[src/rtl/pulse_gen_mod.sv]
// pulse_gen_mod: step-rate pulse generator with a free-running 1 Hz timebase.
// mode0Clk is a phase-accumulator square wave at the selected step rate R
// (accumulator adds 2*R per clock, so it toggles 2*R times per second).
// mode1Clk is a 1 Hz square wave from a half-second counter. In hybrid mode
// the step rate walks through a fixed table, advancing once per full second.
module pulse_gen_mod #(
  parameter int unsigned CLK_HZ = 100000000
) (
  input  logic       clk100Mhz,
  input  logic       rstN,
  input  logic [1:0] sw32,
  output logic       mode0Clk,
  output logic       mode1Clk
);

  typedef enum logic [1:0] {
    MODE_WALK   = 2'b00,
    MODE_JOG    = 2'b01,
    MODE_RUN    = 2'b10,
    MODE_HYBRID = 2'b11
  } mode_t;

  localparam logic [31:0] CLK_LIM  = CLK_HZ;
  localparam logic [31:0] HALF_LIM = CLK_HZ / 2;
  localparam logic [3:0]  HS_MAX   = 4'd9;

  mode_t       sync1;
  mode_t       mode;
  mode_t       mode_prev;
  logic        mode_chg;

  logic [31:0] acc;
  logic [31:0] acc_sum;
  logic        acc_wrap;
  logic [7:0]  rate;
  logic [31:0] step;

  logic [31:0] sc;
  logic        sc_wrap;
  logic [3:0]  hs;
  logic        hs_inc;

  // Two-flop synchronizer for the asynchronous mode switch, plus the
  // previous-mode register used to detect a mode change.
  always_ff @(posedge clk100Mhz or negedge rstN) begin
    if (!rstN) begin
      sync1     <= MODE_WALK;
      mode      <= MODE_WALK;
      mode_prev <= MODE_WALK;
    end else begin
      sync1     <= mode_t'(sw32);
      mode      <= sync1;
      mode_prev <= mode;
    end
  end

  // Step rate lookup: fixed rates, or the hybrid table indexed by seconds.
  always_comb begin
    rate = 8'd32;
    unique case (mode)
      MODE_WALK: rate = 8'd32;
      MODE_JOG:  rate = 8'd64;
      MODE_RUN:  rate = 8'd128;
      MODE_HYBRID: begin
        case (hs)
          4'd0:    rate = 8'd20;
          4'd1:    rate = 8'd33;
          4'd2:    rate = 8'd66;
          4'd3:    rate = 8'd27;
          4'd4:    rate = 8'd70;
          4'd5:    rate = 8'd30;
          4'd6:    rate = 8'd19;
          4'd7:    rate = 8'd30;
          4'd8:    rate = 8'd33;
          default: rate = 8'd69;
        endcase
      end
    endcase
  end

  // Accumulator arithmetic. acc < CLK_HZ < 2^31 and step <= 256, so the
  // sum never overflows 32 bits.
  always_comb begin
    mode_chg = (mode != mode_prev);
    step     = {23'd0, rate, 1'b0};
    acc_sum  = acc + step;
    acc_wrap = (acc_sum >= CLK_LIM);
    sc_wrap  = (sc == HALF_LIM - 32'd1);
    // A wrap while mode1Clk is high is its falling edge: one full second done.
    hs_inc   = sc_wrap && mode1Clk && (mode == MODE_HYBRID) && (hs != HS_MAX);
  end

  // Phase accumulator and step output; a mode change restarts the phase.
  always_ff @(posedge clk100Mhz or negedge rstN) begin
    if (!rstN) begin
      acc      <= 32'd0;
      mode0Clk <= 1'b0;
    end else if (mode_chg) begin
      acc      <= 32'd0;
      mode0Clk <= 1'b0;
    end else if (acc_wrap) begin
      acc      <= acc_sum - CLK_LIM;
      mode0Clk <= ~mode0Clk;
    end else begin
      acc      <= acc_sum;
    end
  end

  // Free-running half-second counter and 1 Hz timebase, independent of mode.
  always_ff @(posedge clk100Mhz or negedge rstN) begin
    if (!rstN) begin
      sc       <= 32'd0;
      mode1Clk <= 1'b0;
    end else if (sc_wrap) begin
      sc       <= 32'd0;
      mode1Clk <= ~mode1Clk;
    end else begin
      sc       <= sc + 32'd1;
    end
  end

  // Hybrid seconds index: saturating, restarted by any mode change.
  always_ff @(posedge clk100Mhz or negedge rstN) begin
    if (!rstN) begin
      hs <= 4'd0;
    end else if (mode_chg) begin
      hs <= 4'd0;
    end else if (hs_inc) begin
      hs <= hs + 4'd1;
    end
  end

endmodule

[config.mk]
export PLATFORM = sky130hd
export DESIGN_NAME = pulse_gen_mod
export DESIGN_NICKNAME = d
export VERILOG_FILES = /design/src/rtl/pulse_gen_mod.sv
export SDC_FILE = /design/constraint.sdc
export NUM_CORES = 1
export LEC_CHECK = 0
export BUFFER_PORTS_ARGS = -buffer_cell sky130_fd_sc_hd__buf_2
export CELL_PAD_IN_SITES_DETAIL_PLACEMENT = 1
export CELL_PAD_IN_SITES_GLOBAL_PLACEMENT = 1
export CORE_ASPECT_RATIO = 1.5
export CORE_MARGIN = 4
export CORE_UTILIZATION = 54
export DETAILED_ROUTE_END_ITERATION = 10
export GPL_TIMING_DRIVEN = 0
export PLACE_DENSITY_LB_ADDON = 0.08
export RECOVER_POWER = 25
export SYNTH_ARGS = -nofsm -noshare
export SYNTH_HDL_FRONTEND = slang
export SYNTH_SLANG_ARGS = --single-unit
[constraint.sdc]
create_clock -name clk100Mhz -period 13.5 [get_ports clk100Mhz]
set_input_delay 2.025 -clock clk100Mhz [delete_from_list [all_inputs] [get_ports clk100Mhz]]
set_output_delay 2.025 -clock clk100Mhz [all_outputs]
set_load 0.01 [all_outputs]
# Word-level counts from Yosys, hierarchy flattened
# Memories as Yosys holds them, arrays and structs flattened.
# Cells that the tools add are included.
# totals
ff_bits	76
latchBits	0
ram_bits	0
rom_bits	112
word_cells	36
mem_count	1
# mem_list
name	depth	width	rd	rd_ports_with_merged_regs	write_ports	line	text
(name not given)	16	7	1	0	0	65	case (hs)
# classes
addsub	4
mul	0
div_mod_pow	0
order_cmp	1
eq_ne	6
shifts	0
muxes	8
n_bitwise	2
n_reduce_logical	6
# op_table
op	n
$mux 32	3
$add 32x1->32 const B	1
$add 32x9->32	1
$eq 32x26->1 const B	1
$ge 32x27->1 const B	1
$pmux 8 s4	1
$sub 32x27->32 const B	1
$mux 4	2
$add 4x1->4 const B	1
$eq 2x2->1 const B	2
$ne 4x4->1 const B	1
$reduce_bool 2->1	2
$logic_and 1x1->1	3
$eq 2x1->1 const B	1
$logic_not 2->1	1
$mux 1	2
$ne 2x2->1	1
$not 1->1	2

# Longest topological paths before layout
# logic_depth
word_depth	6
depth_mapped	21

# Worst setup path after synthesis
# No wires, ideal clock.
# synth_path
path_type	register to register
start	register hs[0]
end	register acc[18]
setup_ns	0.132
arrival_ns	4.301
setup_slack_ns	9.067
stages_incl_launch_ff	19
synth_period_minus_slack_ns	4.433
cell_sequence	dfrtp_1 inv_1 ha_1 nor2b_1 a2111oi_0 ha_1 a21oi_1 o21ai_0 o31a_1 xor2_1 ha_1 nand4_1 or4_1 a211oi_1 o211ai_4 buf_4 a22oi_1 xor2_1 nor2_1
# synth_between
elab_chain_cells	6
elab_cells_between_ends	7
classes_between	add/sub: 2; order compare: 1; mux: 3; memory: 1
# synth_lines
element	line	text
start, declared	40	logic [3:0] hs;
start signal, assigned	129	hs <= hs + 4'd1;
$mem_v2 16x7 *	--	
$pmux 8 s4 *	60	unique case (mode)
$add 32x9->32 *	86	acc_sum = acc + step;
$sub 32x27->32 / $ge 32x27->1 (equally long branches)	102, 87	
$mux 32 *	101	end else if (acc_wrap) begin
$mux 32 *	98	end else if (mode_chg) begin
end signal, assigned	102	acc <= acc_sum - CLK_LIM;
end signal, assigned	105	acc <= acc_sum;
end, declared	32	logic [31:0] acc;
# Every way passes the cells marked *; elsewhere a longest branch is shown, timed or not.
# A chain may end at the register's enable or synchronous reset.

# Worst setup path after layout
# layout_path
start	register hs[0]
end	register acc[11]
# Same word-level chain as after synthesis.

==> results.txt <==
Worst Path Arrival = 5780 ps
cell taking the most area after synthesis = dfrtp_1
RR Endpoint = acc[11]
Die X = 84.9 µm
CP max stage delay = 610 ps
CTS-repair resized insts = 0
min-delay worst type = reg2reg
placed cells = 628
most common cell in the synthesized netlist = dfrtp_1
Hold Slack = 347 ps
status = finished with violations
min-delay src = sync1[0]
post-layout power = 502 µW
# Post-CTS Setup Buffers = 0
Synth top area share = 0.391
Rows = 41
transition time of the tightest slew-check pin = 2190 ps
root buffer cell = clkbuf_16
Reg2Reg Depth = 18
Layout Nets = 554
Initial Util = 0.563
Peak VDD IR = 87.0 µV
final WL = 12600 µm
DRT iter0 DRCs = 130
non-filler cells, final = 644
clock sinks = 75
Highest Clock Rate = 179 MHz
Synth top cells by count = 75 x dfrtp_1, 65 x nor2_1, 46 x xnor2_1, 33 x nand2_1, 33 x xor2_1
Syn. warnings = 0
DRC violations left = 0
total grt overflow = 0
worst flop-to-flop path startpoint = hs[0]
CTS Buf Count = 9
hold path depth = 0
largest net degree at the start of global routing = 40
WS Path Type = reg2reg
Antenna Nets Post-Route = 0
share of cells above drive strength 1 = 0.0987
Leak = 0.00221 µW
initial antenna violation count = 0
ys flop type = dfrtp_1
WL/cell = 19.5 µm
die area = 10500 µm²
Area contributors post-synth = dfrtp_1 39%, xnor2_1 8.4%, xor2_1 6.0%
Port-buffer cells = 5
CTS Buffer Depth = 2
Post-synth EDFFs = 0
Max Cap Viol = 1
launching element type of the critical path = register
Avg Cell Area, Syn = 9.31 µm²
post-synthesis sequential area ratio = 0.391
post-DP HPWL = 9200 µm
Sum Neg Setup Slack = 0 ps
Layout Skew = 7.86 ps
minimum clock period = 5590 ps
Setup violations, final = 0
vias per cell = 6.12
FF+latch count, synth = 75
post-synthesis async set-or-reset flop share = 1.00
H-tree depth = 3
latest clock arrival within the worst-skew pair = 340 ps
Worst EP required = 13690 ps
fin crit share = 0.414
max-slew violations = 39
Post-Syn Instances = 515
Cell Area, Synth = 4800 µm²
CP Cell Sequence = inv_1 > ha_1 > nor2b_1 > a2111oi_0 > ha_1 > a21oi_1 > o21ai_0 > o31a_1 > xor2_1 > ha_1 > nand4_1 > or4_1 > a211oi_1 > o211ai_4 > buf_4 > a21oi_1 > xor2_1 > nor2_1
fill count = 984
slew margin rel. = -0.462
Worst Hold Endpoint = mode[0]
flop2flop setup slack = 7910 ps
Setup crit end kind = register
Ports = 6
highest net fanout along the worst path = 10
RePlAce Congestion = 0.919
total power density per cell area = 95.1 nW/µm²
number of library cell types mapped by synthesis = 75
syn_nets = 537
first-pass GRT wire length = 21800 µm
synth-to-layout area growth = 10.0%
RSZ-0062 raised after global routing = false
Core ar. = 8520 µm²
hold_buf cts = 0
Die Height = 123 µm
First-pass DRT Iterations = 4
Worst-path clk slew = 60 ps
Hold Vio Cnt, Final = 0
All-Layer GR Usage = 0.266
CP max stage cell = a2111oi_0
most frequent CP cell = ha_1
vias in the first global route = 4392
n_diodes = 0
TritonCTS clock tree = done
Vias = 3944
failing checks = max-capacitance violations, max-slew violations
-- metal layers --
| metal | GRT usage | wire length (µm) |
|---|---|---|
| met5 | 0 | 0 |
| met4 | 0.150 | 574 |
| met3 | 0.0347 | 263 |
| met2 | 0.489 | 6820 |
| met1 | 0.290 | 4930 |
-- critical path: cells and delay by family (launching register included) --
kind | cells | cell delay [ps]
AND/OR/NAND/NOR | 4 | 850
XOR/XNOR | 2 | 550
AO/OA/AOI/OAI | 7 | 2160
buffers and inverters | 2 | 420
flip-flops | 1 | 460
adder cells (fa/ha/maj) | 3 | 1000
-- worst max path at each step --
stage          slack (ps)  startpoint  endpoint
2_1_floorplan        9070       hs[0]   acc[18]
3_3_place_gp         8050       hs[0]   acc[24]
3_5_place_dp         8020       hs[0]   acc[18]
4_1_cts              7990       hs[0]   acc[11]
5_1_grt              7540       hs[0]   acc[11]
6_report             7910       hs[0]   acc[11]
-- state kept, by name (all words and copies together) (netlist names) --
signal     cells
sc            32
acc           31
hs             4
mode           2
mode_prev      2
sync1          2
mode0Clk       1
mode1Clk       1
-- per-stage QoR --
stage,util,area (µm²),setup WS [ps]
floorplan,-,4800,9070
global route,0.620,5280,7540
global placement,0.582,4950,8050
detailed placement,0.584,4980,8020
CTS,0.620,5280,7990
finish,0.620,5280,7910
-- power by group --
part	leakage (µW)	switching, µW	total, µW	internal [µW]
clock	0.000145	97.9	246	148
sequential	0.00102	1.14	228	227
combinational	0.00105	20.1	27.9	7.80
total	0.00221	119	502	383
-- area by class of cell --
type	instances	area (µm²)	share of cell area
Clock buffer	10	239	0.0453
Tap cell	107	134	0.0254
Clock inverter	6	63.8	0.0121
Buffer	17	105	0.0199
Inverter	9	33.8	0.00640
Timing Repair Buffer	6	43.8	0.00830
Multi-Input combinational cell	414	2780	0.527
Sequential cell	75	1880	0.356
-- cells in the final DEF (no fill, tap or decap), types with 5 or more instances in the layout --
master	count
a211oi_1	9
a21oi_1	24
and2_1	5
and3_1	12
buf_2	6
clkbuf_1	7
clkbuf_16	9
dfrtp_1	75
ha_1	17
inv_1	9
nand2_1	33
nand3_1	28
nand4_1	10
nor2_1	65
nor2b_1	11
nor3_1	16
o211ai_1	6
o21ai_0	13
or3_1	5
xnor2_1	46
xor2_1	33
-- logic make-up (layout without fill, tap and decap cells) --
family                   after synthesis  in the layout  synth area share
AND/OR/NAND/NOR                      221            221             0.243
AO/OA/AOI/OAI                         91             91             0.134
XOR/XNOR                              79             79             0.144
flip-flops                            75             75             0.391
buffers and inverters                 26             48            0.0290
adder cells (fa/ha/maj)               18             18            0.0485
multiplexers                           5              5            0.0107
Note: power is estimated with default switching activity, not from simulation.
